===== src/rtl/pim_mac_job_sequencer_if.sv =====
// Handshake bundle between the PIM MAC job sequencer and its job source, weight stream,
// PIM CFU cmd/rsp port and result sink. The master modport is the sequencer's own view.
interface pim_mac_job_sequencer_if #(
    parameter int DWIDTH = 32,
    parameter int AWIDTH = 10
);
    logic              start_valid;
    logic              start_ready;
    logic [7:0]        start_base;
    logic [8:0]        start_words;
    logic [5:0]        start_steps;

    logic              w_valid;
    logic              w_ready;
    logic [DWIDTH-1:0] w_data;

    logic              cmd_valid;
    logic              cmd_ready;
    logic [AWIDTH-1:0] cmd_payload_function_id;
    logic [DWIDTH-1:0] cmd_payload_inputs_0;
    logic [DWIDTH-1:0] cmd_payload_inputs_1;

    logic              rsp_valid;
    logic              rsp_ready;
    logic              rsp_payload_response_ok;
    logic [DWIDTH-1:0] rsp_payload_outputs_0;

    logic              res_valid;
    logic              res_ready;
    logic [DWIDTH-1:0] res_data;
    logic              res_err;

    logic              busy;

    modport master (
        input  start_valid, start_base, start_words, start_steps,
        input  w_valid, w_data,
        input  cmd_ready,
        input  rsp_valid, rsp_payload_response_ok, rsp_payload_outputs_0,
        input  res_ready,
        output start_ready, w_ready,
        output cmd_valid, cmd_payload_function_id, cmd_payload_inputs_0, cmd_payload_inputs_1,
        output rsp_ready,
        output res_valid, res_data, res_err,
        output busy
    );

    modport slave (
        output start_valid, start_base, start_words, start_steps,
        output w_valid, w_data,
        output cmd_ready,
        output rsp_valid, rsp_payload_response_ok, rsp_payload_outputs_0,
        output res_ready,
        input  start_ready, w_ready,
        input  cmd_valid, cmd_payload_function_id, cmd_payload_inputs_0, cmd_payload_inputs_1,
        input  rsp_ready,
        input  res_valid, res_data, res_err,
        input  busy
    );
endinterface


===== src/rtl/pim_mac_job_sequencer.sv =====
// Job-level sequencer for the PIM CFU: writes a stream of weight words into consecutive
// rows, then issues a programmed number of MAC steps and returns the last MAC output.
module pim_mac_job_sequencer #(
    parameter int DWIDTH  = 32,
    parameter int AWIDTH  = 10,
    parameter int TIMEOUT = 64
) (
    input  logic                   clk,
    input  logic                   reset,
    pim_mac_job_sequencer_if.master bus
);

    localparam logic [AWIDTH-1:0] FID_NONE  = '0;
    localparam logic [AWIDTH-1:0] FID_WRITE = AWIDTH'(1);
    localparam logic [AWIDTH-1:0] FID_MAC   = AWIDTH'(2);
    localparam logic [6:0]        TMO_LAST  = 7'(TIMEOUT - 1);

    typedef enum logic [2:0] {IDLE, FETCH, ISSUE, WAIT, DONE} state_t;

    state_t            state_q, state_d;
    logic [7:0]        base_q, base_d;
    logic [8:0]        words_q, words_d;
    logic [8:0]        word_cnt_q, word_cnt_d;
    logic [5:0]        steps_q, steps_d;
    logic [5:0]        step_cnt_q, step_cnt_d;
    logic [6:0]        tmo_cnt_q, tmo_cnt_d;
    logic [AWIDTH-1:0] fid_q, fid_d;
    logic [DWIDTH-1:0] in0_q, in0_d;
    logic [DWIDTH-1:0] in1_q, in1_d;
    logic [DWIDTH-1:0] res_data_q, res_data_d;
    logic              res_err_q, res_err_d;
    logic [8:0]        word_nxt;
    logic [5:0]        step_nxt;

    function automatic logic [6:0] sat_inc7(input logic [6:0] v);
        return (v == 7'h7f) ? v : v + 7'd1;
    endfunction

    function automatic logic [DWIDTH-1:0] row_word(input logic [7:0] row);
        return {{(DWIDTH-8){1'b0}}, row};
    endfunction

    always_comb begin
        state_d    = state_q;
        base_d     = base_q;
        words_d    = words_q;
        word_cnt_d = word_cnt_q;
        steps_d    = steps_q;
        step_cnt_d = step_cnt_q;
        tmo_cnt_d  = '0;
        fid_d      = fid_q;
        in0_d      = in0_q;
        in1_d      = in1_q;
        res_data_d = res_data_q;
        res_err_d  = res_err_q;
        word_nxt   = word_cnt_q + 9'd1;
        step_nxt   = step_cnt_q + 6'd1;

        unique case (state_q)
            IDLE: begin
                if (bus.start_valid) begin
                    base_d     = bus.start_base;
                    words_d    = bus.start_words;
                    steps_d    = bus.start_steps;
                    word_cnt_d = '0;
                    step_cnt_d = '0;
                    res_data_d = '0;
                    res_err_d  = 1'b0;
                    if (bus.start_words != '0) begin
                        state_d = FETCH;
                    end else if (bus.start_steps != '0) begin
                        state_d = ISSUE;
                        fid_d   = FID_MAC;
                        in0_d   = '0;
                        in1_d   = row_word(bus.start_base);
                    end else begin
                        state_d = DONE;
                    end
                end
            end
            FETCH: begin
                if (bus.w_valid) begin
                    state_d = ISSUE;
                    fid_d   = FID_WRITE;
                    in0_d   = bus.w_data;
                    in1_d   = row_word(base_q + word_cnt_q[7:0]);
                end
            end
            ISSUE: state_d = WAIT;
            WAIT: begin
                tmo_cnt_d = sat_inc7(tmo_cnt_q);
                if (bus.rsp_valid && !bus.rsp_payload_response_ok) begin
                    res_err_d = 1'b1;
                    state_d   = DONE;
                end else if (bus.rsp_valid && fid_q == FID_MAC) begin
                    res_data_d = bus.rsp_payload_outputs_0;
                    step_cnt_d = step_nxt;
                    state_d    = (step_nxt < steps_q) ? ISSUE : DONE;
                end else if (bus.rsp_valid) begin
                    word_cnt_d = word_nxt;
                    if (word_nxt < words_q) begin
                        state_d = FETCH;
                    end else if (steps_q != '0) begin
                        state_d = ISSUE;
                        fid_d   = FID_MAC;
                        in0_d   = '0;
                        in1_d   = row_word(base_q);
                    end else begin
                        state_d = DONE;
                    end
                end else if (tmo_cnt_q >= TMO_LAST) begin
                    res_err_d = 1'b1;
                    state_d   = DONE;
                end
                // Payload is held through the capture cycle, then parked at zero
                if (state_d != WAIT && state_d != ISSUE) begin
                    fid_d = FID_NONE;
                    in0_d = '0;
                    in1_d = '0;
                end
            end
            DONE: begin
                if (bus.res_ready) begin
                    res_err_d = 1'b0;
                    state_d   = IDLE;
                end
            end
            default: state_d = IDLE;
        endcase
    end

    always_ff @(posedge clk or negedge reset) begin
        if (!reset) begin
            state_q    <= IDLE;
            base_q     <= '0;
            words_q    <= '0;
            word_cnt_q <= '0;
            steps_q    <= '0;
            step_cnt_q <= '0;
            tmo_cnt_q  <= '0;
            fid_q      <= FID_NONE;
            in0_q      <= '0;
            in1_q      <= '0;
            res_data_q <= '0;
            res_err_q  <= 1'b0;
        end else begin
            state_q    <= state_d;
            base_q     <= base_d;
            words_q    <= words_d;
            word_cnt_q <= word_cnt_d;
            steps_q    <= steps_d;
            step_cnt_q <= step_cnt_d;
            tmo_cnt_q  <= tmo_cnt_d;
            fid_q      <= fid_d;
            in0_q      <= in0_d;
            in1_q      <= in1_d;
            res_data_q <= res_data_d;
            res_err_q  <= res_err_d;
        end
    end

    // Strobes decode straight from the state register so reset drops them immediately
    assign bus.start_ready             = (state_q == IDLE);
    assign bus.busy                    = (state_q != IDLE);
    assign bus.w_ready                 = (state_q == FETCH);
    assign bus.cmd_valid               = (state_q == ISSUE);
    assign bus.rsp_ready               = (state_q == WAIT);
    assign bus.res_valid               = (state_q == DONE);
    assign bus.cmd_payload_function_id = fid_q;
    assign bus.cmd_payload_inputs_0    = in0_q;
    assign bus.cmd_payload_inputs_1    = in1_q;
    assign bus.res_data                = res_data_q;
    assign bus.res_err                 = res_err_q;

endmodule


===== src/flat_wrapper.sv =====
// flat-port wrapper written by rule: the top's interface ports become plain ports
module pim_mac_job_sequencer_flat 
#(
    parameter int DWIDTH  = 32,
    parameter int AWIDTH  = 10,
    parameter int TIMEOUT = 64
)
  (clk, reset, bus_start_valid, bus_start_base, bus_start_words, bus_start_steps, bus_w_valid, bus_w_data, bus_cmd_ready, bus_rsp_valid, bus_rsp_payload_response_ok, bus_rsp_payload_outputs_0, bus_res_ready, bus_start_ready, bus_w_ready, bus_cmd_valid, bus_cmd_payload_function_id, bus_cmd_payload_inputs_0, bus_cmd_payload_inputs_1, bus_rsp_ready, bus_res_valid, bus_res_data, bus_res_err, bus_busy);
  pim_mac_job_sequencer_if #(.DWIDTH(DWIDTH), .AWIDTH(AWIDTH)) bus_i ();
  input  logic clk;
  input  logic reset;
  input wire logic [$bits(bus_i.start_valid)-1:0] bus_start_valid;
  input wire logic [$bits(bus_i.start_base)-1:0] bus_start_base;
  input wire logic [$bits(bus_i.start_words)-1:0] bus_start_words;
  input wire logic [$bits(bus_i.start_steps)-1:0] bus_start_steps;
  input wire logic [$bits(bus_i.w_valid)-1:0] bus_w_valid;
  input wire logic [$bits(bus_i.w_data)-1:0] bus_w_data;
  input wire logic [$bits(bus_i.cmd_ready)-1:0] bus_cmd_ready;
  input wire logic [$bits(bus_i.rsp_valid)-1:0] bus_rsp_valid;
  input wire logic [$bits(bus_i.rsp_payload_response_ok)-1:0] bus_rsp_payload_response_ok;
  input wire logic [$bits(bus_i.rsp_payload_outputs_0)-1:0] bus_rsp_payload_outputs_0;
  input wire logic [$bits(bus_i.res_ready)-1:0] bus_res_ready;
  output wire logic [$bits(bus_i.start_ready)-1:0] bus_start_ready;
  output wire logic [$bits(bus_i.w_ready)-1:0] bus_w_ready;
  output wire logic [$bits(bus_i.cmd_valid)-1:0] bus_cmd_valid;
  output wire logic [$bits(bus_i.cmd_payload_function_id)-1:0] bus_cmd_payload_function_id;
  output wire logic [$bits(bus_i.cmd_payload_inputs_0)-1:0] bus_cmd_payload_inputs_0;
  output wire logic [$bits(bus_i.cmd_payload_inputs_1)-1:0] bus_cmd_payload_inputs_1;
  output wire logic [$bits(bus_i.rsp_ready)-1:0] bus_rsp_ready;
  output wire logic [$bits(bus_i.res_valid)-1:0] bus_res_valid;
  output wire logic [$bits(bus_i.res_data)-1:0] bus_res_data;
  output wire logic [$bits(bus_i.res_err)-1:0] bus_res_err;
  output wire logic [$bits(bus_i.busy)-1:0] bus_busy;
  assign bus_i.start_valid = bus_start_valid;
  assign bus_i.start_base = bus_start_base;
  assign bus_i.start_words = bus_start_words;
  assign bus_i.start_steps = bus_start_steps;
  assign bus_i.w_valid = bus_w_valid;
  assign bus_i.w_data = bus_w_data;
  assign bus_i.cmd_ready = bus_cmd_ready;
  assign bus_i.rsp_valid = bus_rsp_valid;
  assign bus_i.rsp_payload_response_ok = bus_rsp_payload_response_ok;
  assign bus_i.rsp_payload_outputs_0 = bus_rsp_payload_outputs_0;
  assign bus_i.res_ready = bus_res_ready;
  assign bus_start_ready = bus_i.start_ready;
  assign bus_w_ready = bus_i.w_ready;
  assign bus_cmd_valid = bus_i.cmd_valid;
  assign bus_cmd_payload_function_id = bus_i.cmd_payload_function_id;
  assign bus_cmd_payload_inputs_0 = bus_i.cmd_payload_inputs_0;
  assign bus_cmd_payload_inputs_1 = bus_i.cmd_payload_inputs_1;
  assign bus_rsp_ready = bus_i.rsp_ready;
  assign bus_res_valid = bus_i.res_valid;
  assign bus_res_data = bus_i.res_data;
  assign bus_res_err = bus_i.res_err;
  assign bus_busy = bus_i.busy;
  pim_mac_job_sequencer #(.DWIDTH(DWIDTH), .AWIDTH(AWIDTH), .TIMEOUT(TIMEOUT)) u_core (.clk(clk), .reset(reset), .bus(bus_i));
endmodule

===== config.mk =====
export PLATFORM = sky130hd
export DESIGN_NAME = pim_mac_job_sequencer_flat
export DESIGN_NICKNAME = d
export VERILOG_FILES = /design/src/rtl/pim_mac_job_sequencer_if.sv /design/src/rtl/pim_mac_job_sequencer.sv /design/src/flat_wrapper.sv
export SDC_FILE = /design/constraint.sdc
export NUM_CORES = 1
export LEC_CHECK = 0
export ABC_AREA = 1
export ABC_CLOCK_PERIOD_IN_PS = 4700
export CORE_ASPECT_RATIO = 1.75
export CORE_UTILIZATION = 50
export CTS_CLUSTER_DIAMETER = 80
export DETAILED_ROUTE_END_ITERATION = 10
export GPL_ROUTABILITY_DRIVEN = 0
export PLACE_DENSITY = 0.86
export SYNTH_ARGS = -nofsm -noshare
export SYNTH_HDL_FRONTEND = slang
export SYNTH_SLANG_ARGS = --single-unit

===== constraint.sdc =====
create_clock -name clk -period 4.7 [get_ports clk]
set_input_delay 0.47 -clock clk [delete_from_list [all_inputs] [get_ports clk]]
set_output_delay 0.47 -clock clk [all_outputs]
set_load 0.005 [all_outputs]

==> flow_summary.json, run 1 <==
{
  "drcViolationCount": 0,
  "initial_utilization": 0.516,
  "synth_area_um2": 6220,
  "synth_edf_count": 0,
  "antenna_found_initial": 0,
  "slew_headroom": 0.459,
  "synth_warnings": 0,
  "grt_start_max_net_pins": 78,
  "synth_flop_cell": "dfrtp_1",
  "path_class": "flip-flop to flip-flop",
  "reg2reg_depth": 21,
  "yosysTopAreaCell": "dfrtp_1",
  "worstMarginPinSlew_ns": 0.809,
  "fin_tns_setup_ns": 0,
  "viasPerCell": 5.16,
  "design.die.area_um2": 12900,
  "synth.avg_cell_area_um2": 8.69,
  "layout_min_cycle_time_ns": 3.64,
  "critical_path.max_fanout": 77,
  "hold_viol_final": 0,
  "syn_inst": 716,
  "place.port_buffers": 174,
  "rows": 53,
  "synth_area_leaders": "dfrtp_1 49%, nand2_1 13%, a22o_1 5.1%, ha_1 4.6%, o21ai_0 4.1%",
  "placed_cells": 1032,
  "ant_nets": 0,
  "maxCapViolations": 0,
  "die_h_um": 150,
  "max_freq_ghz": 0.275,
  "clkTransAtPathRegs_ns": 0.06,
  "fin_crit_sh": 0.774,
  "place_area_um2": 7940,
  "grt_pass1_vias": 5292,
  "fin_util": 0.712,
  "cts.sinks": 123,
  "cts.path.max_buffers": 2,
  "wirelength_um": 15800,
  "dpl.hpwl_um": 11300,
  "synthArstFlopShare": 1.00,
  "arrival_ns": 3.95,
  "first_iter_violations": 296,
  "synth.distinct_cells": 37,
  "cts_setup_buffers": 0,
  "leakage_nw": 4.14,
  "crit_path_start": "u_core.word_cnt_q[1]",
  "cts_tree": "done",
  "cts_buffers": 17,
  "r2r_setup_slack_ns": 1.06,
  "hold_path.class": "input port to asynchronous set/reset pin",
  "nFillCells": 976,
  "vias": 5496,
  "io_pins": 208,
  "design_area_um2": 8590,
  "yosys.area.top_type_share": 0.495,
  "p_per_area_nw_per_um2": 617,
  "clock_latency_ns": 0.41,
  "die_width_um": 86.3,
  "synthTopCellsByCount": "209 x nand2_1, 123 x dfrtp_1, 51 x inv_1, 51 x o21ai_0, 36 x a22o_1",
  "r2r_start": "u_core.word_cnt_q[1]",
  "yosys_register_bits": 123,
  "outcome": "finished, final reports clean",
  "totalPowerFinal_w": 0.00530,
  "drt-pass1-iter-count": 5,
  "htreeDepth": 4,
  "stdcell_count": 1065,
  "finalSetupViolCount": 0,
  "cp-end-kind": "flip-flop",
  "wire_per_inst_um": 14.8,
  "ir_worst_vdd_mv": 0.366,
  "ys_seq_area_frac": 0.495,
  "area_growth_pct": 38.1,
  "grt_usage": 0.253,
  "core_um2": 12100,
  "grt.overflow.total": 0,
  "clockRootBuffer": "clkbuf_16",
  "rsz0062_at_grt": "false",
  "required_ns": 5.01,
  "r2r_end": "u_core.bus.cmd_payload_inputs_1[6]",
  "synth_most_common_cell": "nand2_1",
  "grt_pass1_wl_um": 24800,
  "diodes": 0,
  "nNetsFinal": 1006,
  "clock_skew_ns": 0.00797,
  "cp-start-kind": "flip-flop",
  "drive_gt1_frac": 0.0644,
  "drv_slew": 0
}
power breakdown:
group,leakage [nW],internal (W),switching (W),total [W]
combinational,2.21,0.00104,0.00114,0.00218
clock,0.294,0.000917,0.000483,0.00140
sequential,1.64,0.00147,0.000243,0.00171
total,4.14,0.00343,0.00187,0.00530
cells in the final DEF, fill, tap and decap left out, types with 21 or more instances in the layout:
cell / netlist / routed
a22o_1: 36 / 36
clkdlybuf4s50_1: 0 / 173
conb_1: 1 / 32
dfrtp_1: 123 / 123
ha_1: 23 / 23
inv_1: 51 / 51
nand2_1: 209 / 208
nand3_1: 35 / 35
nor2_1: 34 / 32
o21ai_0: 51 / 51
o21ai_1: 21 / 21
metrics by stage:
step	setup WS, ns	hold WS [ns]
after floorplan	2.07	0.174
after global placement	1.25	0.372
after detailed placement	1.16	0.376
after CTS	1.09	0.474
after global routing	0.636	0.500
final	1.06	0.476
critical path, stage by stage (launching register included):
cell and delay [ns]:
dfrtp_1 0.49, ha_1 0.23, nand2_1 0.08, inv_1 0.09
nand4_1 0.12, nor2_1 0.12, nand2_1 0.08, xor2_1 0.18
inv_1 0.07, ha_1 0.30, nand2_1 0.07, nor2_1 0.14
nand3_1 0.08, nand3_1 0.18, nand3_1 0.10, nand2_1 0.33
nand3_1 0.17, nand2_2 0.14, buf_12 0.27, inv_2 0.13
nand2_1 0.08, nand2_1 0.05
sequential cells by signal (all words and copies together) (netlist names), 2 cells and up:
register and flops:
u_core.bus.res_data 32, u_core.bus.cmd_payload_function_id 2, u_core.tmo_cnt_q 7, u_core.word_cnt_q 9
u_core.steps_q 6, u_core.base_q 8, u_core.bus.cmd_payload_inputs_1 8, u_core.bus.cmd_payload_inputs_0 32
u_core.step_cnt_q 6, u_core.state_q 3, u_core.words_q 9
layer usage:
metal  global-route usage  wire (µm)  up-vias
li1                     -          -     2640
met4                0.151        744        0
met5                    0          0        -
met1                0.264       5800     2609
met2                0.455       8550      194
met3               0.0552        676       53
cells by family (layout without fill, tap and decap cells):
family	after synthesis	count (layout)	share of synthesized area
flops	123	123	0.495
buf+inv	117	270	0.101
other cells	1	32	0.000603
compound gates	138	138	0.138
simple gates	302	302	0.201
xor+xnor	11	11	0.0155
fa+ha+maj	24	24	0.0495
worst max-delay path by stage:
| stage | end | slack (ns) |
|---|---|---|
| floorplan | u_core.bus.cmd_payload_function_id[1] | 2.07 |
| global placement | u_core.bus.cmd_payload_inputs_1[4] | 1.25 |
| detailed placement | u_core.bus.cmd_payload_inputs_1[6] | 1.16 |
| CTS | u_core.bus.cmd_payload_inputs_1[6] | 1.09 |
| global route | u_core.bus.cmd_payload_inputs_1[4] | 0.64 |
| finish | u_core.bus.cmd_payload_inputs_1[6] | 1.06 |
layout make-up:
type / count / area (µm²) / area share
timing repair buffer: 181 / 1810 / 0.210
sequential: 123 / 3080 / 0.358
multi-input combinational: 507 / 2640 / 0.308
clock buffer: 19 / 453 / 0.0527
inverter: 57 / 214 / 0.0249
clock inverter: 13 / 191 / 0.0223
tap: 165 / 206 / 0.0240
what timing repair did:
action,in CTS,in global routing
hold buffers,1,0
hold endpoints to repair,20,0
gates resized for setup,0,0
(Power assumes the default switching activity.)
==> run 2, diff against run 1 <==
--- a/config.mk
+++ b/config.mk
@@ -6,13 +6,13 @@
 export NUM_CORES = 1
 export LEC_CHECK = 0
 export ABC_AREA = 1
-export ABC_CLOCK_PERIOD_IN_PS = 4700
+export ABC_CLOCK_PERIOD_IN_PS = 3500
 export CORE_ASPECT_RATIO = 1.75
-export CORE_UTILIZATION = 50
+export CORE_UTILIZATION = 46
 export CTS_CLUSTER_DIAMETER = 80
 export DETAILED_ROUTE_END_ITERATION = 10
 export GPL_ROUTABILITY_DRIVEN = 0
-export PLACE_DENSITY = 0.86
+export PLACE_DENSITY = 0.8
 export SYNTH_ARGS = -nofsm -noshare
 export SYNTH_HDL_FRONTEND = slang
 export SYNTH_SLANG_ARGS = --single-unit
==> constraint.sdc (replaced) <==
create_clock -name clk -period 3.5 [get_ports clk]
set_input_delay 0.35 -clock clk [delete_from_list [all_inputs] [get_ports clk]]
set_output_delay 0.35 -clock clk [all_outputs]
set_load 0.005 [all_outputs]
==> run 2 against run 1 <==
Power is 36% higher. Wire length is 0.72% higher. Hold slack worse by 0.39 ns. Utilization is 5.0 points lower. Sequential share of layout area is 0.25 points lower. Fmax is 16% higher. Die area is 8.5% higher. Clock skew is 0.0013 ns higher. Cell count is 0.94% higher. Worst setup slack worse by 0.70 ns. Non-clock buffer count is 4 higher. Critical endpoint is now u_core.bus.cmd_payload_inputs_0[12]. Largest power group unchanged. Highest routed layer unchanged.
==> flow_summary.json, run 2 (same netlist as run 1, synthesis figures left out) <==
{
  "outcome": "finished, final reports clean",
  "grt_pass1_wl_um": 25700,
  "placed_cells": 1043,
  "crit_path_end": "u_core.bus.cmd_payload_inputs_0[12]",
  "critical_path.max_fanout": 40,
  "hold_ws_ns": 0.0906,
  "layout_common_cells": "208 x nand2_1, 173 x clkdlybuf4s50_1, 122 x dfrtp_1, 51 x inv_1, 51 x o21ai_0",
  "grt_start_max_net_pins": 79,
  "die_h_um": 156,
  "clock_latency_ns": 0.41,
  "switching_share": 0.350,
  "cts.sinks": 123,
  "cts_tree": "done",
  "clkTransAtPathRegs_ns": 0.06,
  "first_iter_violations": 264,
  "core_um2": 13100,
  "crit_path_start": "u_core.word_cnt_q[1]",
  "cts.path.max_buffers": 2,
  "grt_pass1_vias": 5350,
  "wire_per_inst_um": 14.8,
  "p_comb_frac": 0.419,
  "ant_nets": 0,
  "drive_gt1_frac": 0.0697,
  "hold_path.class": "input port to asynchronous set/reset pin",
  "max_freq_ghz": 0.319,
  "drv_slew": 0,
  "crit_family": "simple AND/OR/NAND/NOR gates",
  "leakage_nw": 4.18,
  "clock_skew_ns": 0.00925,
  "path_cells": "ha_1 > nand2_1 > inv_1 > nand4_1 > nor2_1 > nand2_1 > xor2_1 > inv_1 > ha_1 > nand2_1 > nor2_1 > nand3_1 > nand3_1 > nand3_1 > nand2_1 > nand3_1 > nand2_4 > buf_12 > nand2_1 > o21ai_0",
  "fin_crit_sh": 0.897,
  "p_per_area_nw_per_um2": 831,
  "finalSetupViolCount": 0,
  "io_pins": 208,
  "diodes": 0,
  "r2r_end": "u_core.bus.cmd_payload_inputs_0[12]",
  "drcViolationCount": 0,
  "ir_worst_vdd_mv": 0.389,
  "p_sw_w": 0.00252,
  "grt.overflow.total": 0,
  "dpl.hpwl_um": 11300,
  "clockRootBuffer": "clkbuf_16",
  "rsz0062_at_grt": "false",
  "initial_utilization": 0.476,
  "pwr-share-clk": 0.263,
  "vias": 5376,
  "arrival_ns": 3.46,
  "crit_path_frequent_cell": "nand2_1",
  "required_ns": 3.82,
  "max_stage_delay_ns": 0.44,
  "drt-pass1-iter-count": 5,
  "cp-end-kind": "flip-flop",
  "reg2reg_depth": 20,
  "maxCapViolations": 0,
  "path_class": "flip-flop to flip-flop",
  "layout_min_cycle_time_ns": 3.14,
  "nNetsFinal": 1010,
  "worstMarginPinSlew_ns": 0.980,
  "slowest_stage": "dfrtp_2",
  "r2r_start": "u_core.word_cnt_q[1]",
  "intPower_w": 0.00468,
  "rows": 55,
  "fin_tns_setup_ns": 0,
  "antenna_found_initial": 0,
  "final_common_cell": "nand2_1",
  "cp-start-kind": "flip-flop",
  "stdcell_count": 1075,
  "design.die.area_um2": 14000,
  "cts_buffers": 17,
  "viasPerCell": 5.00,
  "fin_util": 0.662,
  "r2r_setup_slack_ns": 0.36,
  "cts_setup_buffers": 0,
  "p_seq_frac": 0.318,
  "totalPowerFinal_w": 0.00720,
  "slew_headroom": 0.347,
  "area_growth_pct": 39.1,
  "htreeDepth": 4,
  "critPathBufInv": 3,
  "place.port_buffers": 174,
  "cp.depth": 20,
  "die_width_um": 89.9,
  "hold_viol_final": 0,
  "wirelength_um": 15900,
  "grt_usage": 0.235
}
## run 2: changes by cell type in the layout (fill, tap and decap cells not counted), sizes merged
| cell | before | now |
|---|---|---|
| buf | 7 | 12 |
| clkbuf | 19 | 20 |
| clkinv | 2 | 3 |
| clkinvlp | 6 | 3 |
| dlygate4sd3 | 1 | 0 |
| inv | 58 | 59 |
## run 2: power by group through the flow
stage          logic [W]  registers, W  clock network, W
3_3_place_gp     0.00294       0.00228                 0
5_1_grt          0.00335       0.00236           0.00200
3_5_place_dp     0.00301       0.00230                 0
4_1_cts          0.00304       0.00229           0.00193
2_1_floorplan    0.00163       0.00230                 0
6_report         0.00301       0.00229           0.00189
## run 2: cell type report
cell class                      count  area [µm²]
Clock buffer                       20         457
Clock inverter                     12         186
Fill cell                        1107        4420
Inverter                           57         214
Multi-Input combinational cell    507        2650
Sequential cell                   123        3080
Tap cell                          171         214
Timing Repair Buffer              185        1860
## run 2: how the worst min path moves through the flow
stage	end	slack, ns	cells after the start
global placement	u_core.words_q[0]	0.45	2
global route	u_core.words_q[4]	0.18	1
detailed placement	u_core.words_q[0]	0.46	2
floorplan	u_core.base_q[0]	0.05	0
finish	u_core.bus.res_data[19]	0.09	1
CTS	u_core.words_q[3]	0.14	1
## run 2: timing repair
item                                    in CTS  in global routing
endpoints found under the setup margin       0                 40
resized for setup                            0                  2
hold buffers                                 0                  0
## run 2: through the flow
| step | worst slack (ns) | cell area (µm²) |
|---|---|---|
| after floorplan | 0.873 | 6340 |
| after global placement | 0.389 | 8010 |
| after detailed placement | 0.280 | 8010 |
| after CTS | 0.257 | 8650 |
| after global routing | 0.0272 | 8660 |
| final | 0.362 | 8660 |
## run 2: routing by layer
metal | global-route usage | share of wire
met3 | 0.0409 | 0.037
met1 | 0.248 | 0.37
met4 | 0.131 | 0.045
met5 | 0 | 0
met2 | 0.438 | 0.55
==> run 3, diff against run 2 <==
--- a/config.mk
+++ b/config.mk
@@ -8,11 +8,11 @@
 export ABC_AREA = 1
 export ABC_CLOCK_PERIOD_IN_PS = 3500
 export CORE_ASPECT_RATIO = 1.75
-export CORE_UTILIZATION = 46
+export CORE_UTILIZATION = 45
 export CTS_CLUSTER_DIAMETER = 80
 export DETAILED_ROUTE_END_ITERATION = 10
 export GPL_ROUTABILITY_DRIVEN = 0
-export PLACE_DENSITY = 0.8
+export PLACE_DENSITY = 0.79
 export SYNTH_ARGS = -nofsm -noshare
 export SYNTH_HDL_FRONTEND = slang
 export SYNTH_SLANG_ARGS = --single-unit
==> run 3 against run 2 <==
Wire length rose by 1.7%. Critical path type unchanged. Cell area shrank 0.27%. Global-route usage fell by 0.35 points. Worst setup slack better by 0.017 ns. Largest cell class unchanged. Flip-flop and latch count unchanged. Clock power down 5%. Fmax is 0.53% higher.
==> flow_summary.json, run 3 (same netlist as run 1, synthesis figures left out) <==
{
  "grt_pass1_vias": 5405,
  "fin_util": 0.642,
  "max_freq_ghz": 0.320,
  "nNetsFinal": 1014,
  "wire_per_inst_um": 14.9,
  "wirelength_um": 16100,
  "ant_nets": 0,
  "core_um2": 13500,
  "rsz0062_at_grt": "false",
  "drive_gt1_frac": 0.0739,
  "fin_crit_sh": 0.892,
  "grt_usage": 0.231,
  "antenna_found_initial": 0,
  "cts_buffers": 17,
  "hold_path.class": "input port to asynchronous set/reset pin",
  "grt.overflow.total": 0,
  "fin_tns_setup_ns": 0,
  "drcViolationCount": 0,
  "use_met3": 0.0379,
  "critical_path.max_fanout": 41,
  "grt_pass1_wl_um": 25800,
  "dp_slack_ns": 0.304,
  "grt-busiest-layer": "met2",
  "cts.path.max_buffers": 2,
  "drt-pass1-iter-count": 4,
  "viasPerCell": 5.05,
  "leakage_nw": 4.18,
  "cts_setup_buffers": 0,
  "placed_cells": 1050,
  "finalSetupViolCount": 0,
  "worstMarginPinSlew_ns": 0.950,
  "arrival_ns": 3.41,
  "io_pins": 208,
  "die_h_um": 158,
  "nFillCells": 1158,
  "clock_latency_ns": 0.41,
  "vias": 5454,
  "required_ns": 3.79,
  "outcome": "finished, final reports clean",
  "cts_tree": "done",
  "ir_worst_vdd_mv": 0.390,
  "r2r_setup_slack_ns": 0.38,
  "maxCapViolations": 0,
  "clock_skew_ns": 0.00797,
  "use_met2": 0.422,
  "use_met1": 0.245,
  "rows": 56,
  "initial_utilization": 0.463,
  "reg2reg_depth": 19,
  "hold_viol_final": 0,
  "htreeDepth": 4,
  "stdcell_count": 1081,
  "slew_headroom": 0.367,
  "layout_min_cycle_time_ns": 3.12,
  "clockRootBuffer": "clkbuf_16",
  "design.die.area_um2": 14300,
  "layout_common_cells": "208 x nand2_1, 173 x clkdlybuf4s50_1, 122 x dfrtp_1, 51 x inv_1, 51 x o21ai_0",
  "p_per_area_nw_per_um2": 825,
  "first_iter_violations": 291,
  "setup_ws_ns": 0.379,
  "area_growth_pct": 38.7,
  "totalPowerFinal_w": 0.00712,
  "cts.sinks": 123,
  "path_class": "flip-flop to flip-flop",
  "r2r_start": "u_core.word_cnt_q[1]",
  "place.port_buffers": 174,
  "dpl.hpwl_um": 11600,
  "final_common_cell": "nand2_1",
  "drv_slew": 0,
  "r2r_end": "u_core.bus.cmd_payload_inputs_0[12]",
  "diodes": 0,
  "clkTransAtPathRegs_ns": 0.06,
  "cp-start-kind": "flip-flop",
  "die_width_um": 90.9,
  "grt_start_max_net_pins": 74,
  "cp-end-kind": "flip-flop"
}
-- run 3: cell types whose count changed in the layout (fill, tap and decap cells not counted), sizes merged --
cell	delta
clkinv	+4
clkbuf	-3
buf	+4
clkinvlp	-1
bufinv	-1
-- run 3: critical path: stages, from the launching register on --
cell,delay [ns]
dfrtp_2,0.45
ha_1,0.19
nand2_1,0.09
inv_1,0.09
nand4_1,0.13
nor2_1,0.12
nand2_1,0.07
xor2_1,0.18
inv_1,0.06
ha_1,0.30
nand2_1,0.07
nor2_1,0.14
nand3_1,0.08
nand3_1,0.20
nand3_1,0.11
nand2_1,0.10
nand3_1,0.12
nand2_4,0.16
buf_12,0.21
o21ai_0,0.11
-- run 3: worst max-delay path by stage --
stage | start | to | slack [ns] | depth (start not counted)
after floorplan | u_core.word_cnt_q[1] | u_core.bus.cmd_payload_function_id[1] | 0.87 | 20
after global placement | u_core.word_cnt_q[1] | u_core.bus.cmd_payload_inputs_0[3] | 0.41 | 19
after detailed placement | u_core.word_cnt_q[1] | u_core.bus.cmd_payload_inputs_0[12] | 0.30 | 19
after CTS | u_core.word_cnt_q[1] | u_core.bus.cmd_payload_inputs_0[12] | 0.27 | 20
after global routing | u_core.word_cnt_q[1] | u_core.bus.cmd_payload_inputs_0[14] | 0.03 | 20
final | u_core.word_cnt_q[1] | u_core.bus.cmd_payload_inputs_0[12] | 0.38 | 19
-- run 3: layer usage --
layer	share of wire	vias up
met5	0	-
met4	0.053	0
met3	0.035	60
met2	0.54	189
met1	0.37	2547
li1	-	2658
-- run 3: per-stage QoR --
step	hold slack, ns	area (µm²)
after CTS	0.122	8630
final	0.0778	8630
after global routing	0.157	8630
after floorplan	0.0544	6340
after detailed placement	0.466	8030
after global placement	0.458	8030
-- run 3: report_power, final --
group / switching [W] / internal (W)
registers: 0.000315 / 0.00198
logic: 0.00155 / 0.00148
clock network: 0.000676 / 0.00112
total: 0.00255 / 0.00458
-- run 3: layout make-up --
type                       count  area, µm²  share of cell area
clock buffer                  17        425              0.0493
clock inverter                14        173              0.0200
inverter                      57        214              0.0248
multi-input combinational    507       2650               0.307
sequential                   123       3080               0.357
tap                          174        218              0.0252
timing repair buffer         189       1880               0.217
-- run 3: repair_timing --
action | 4_1_cts | 5_1_grt
setup endpoints to repair | 0 | 32
resized for setup | 0 | 2
hold buffers | 0 | 0
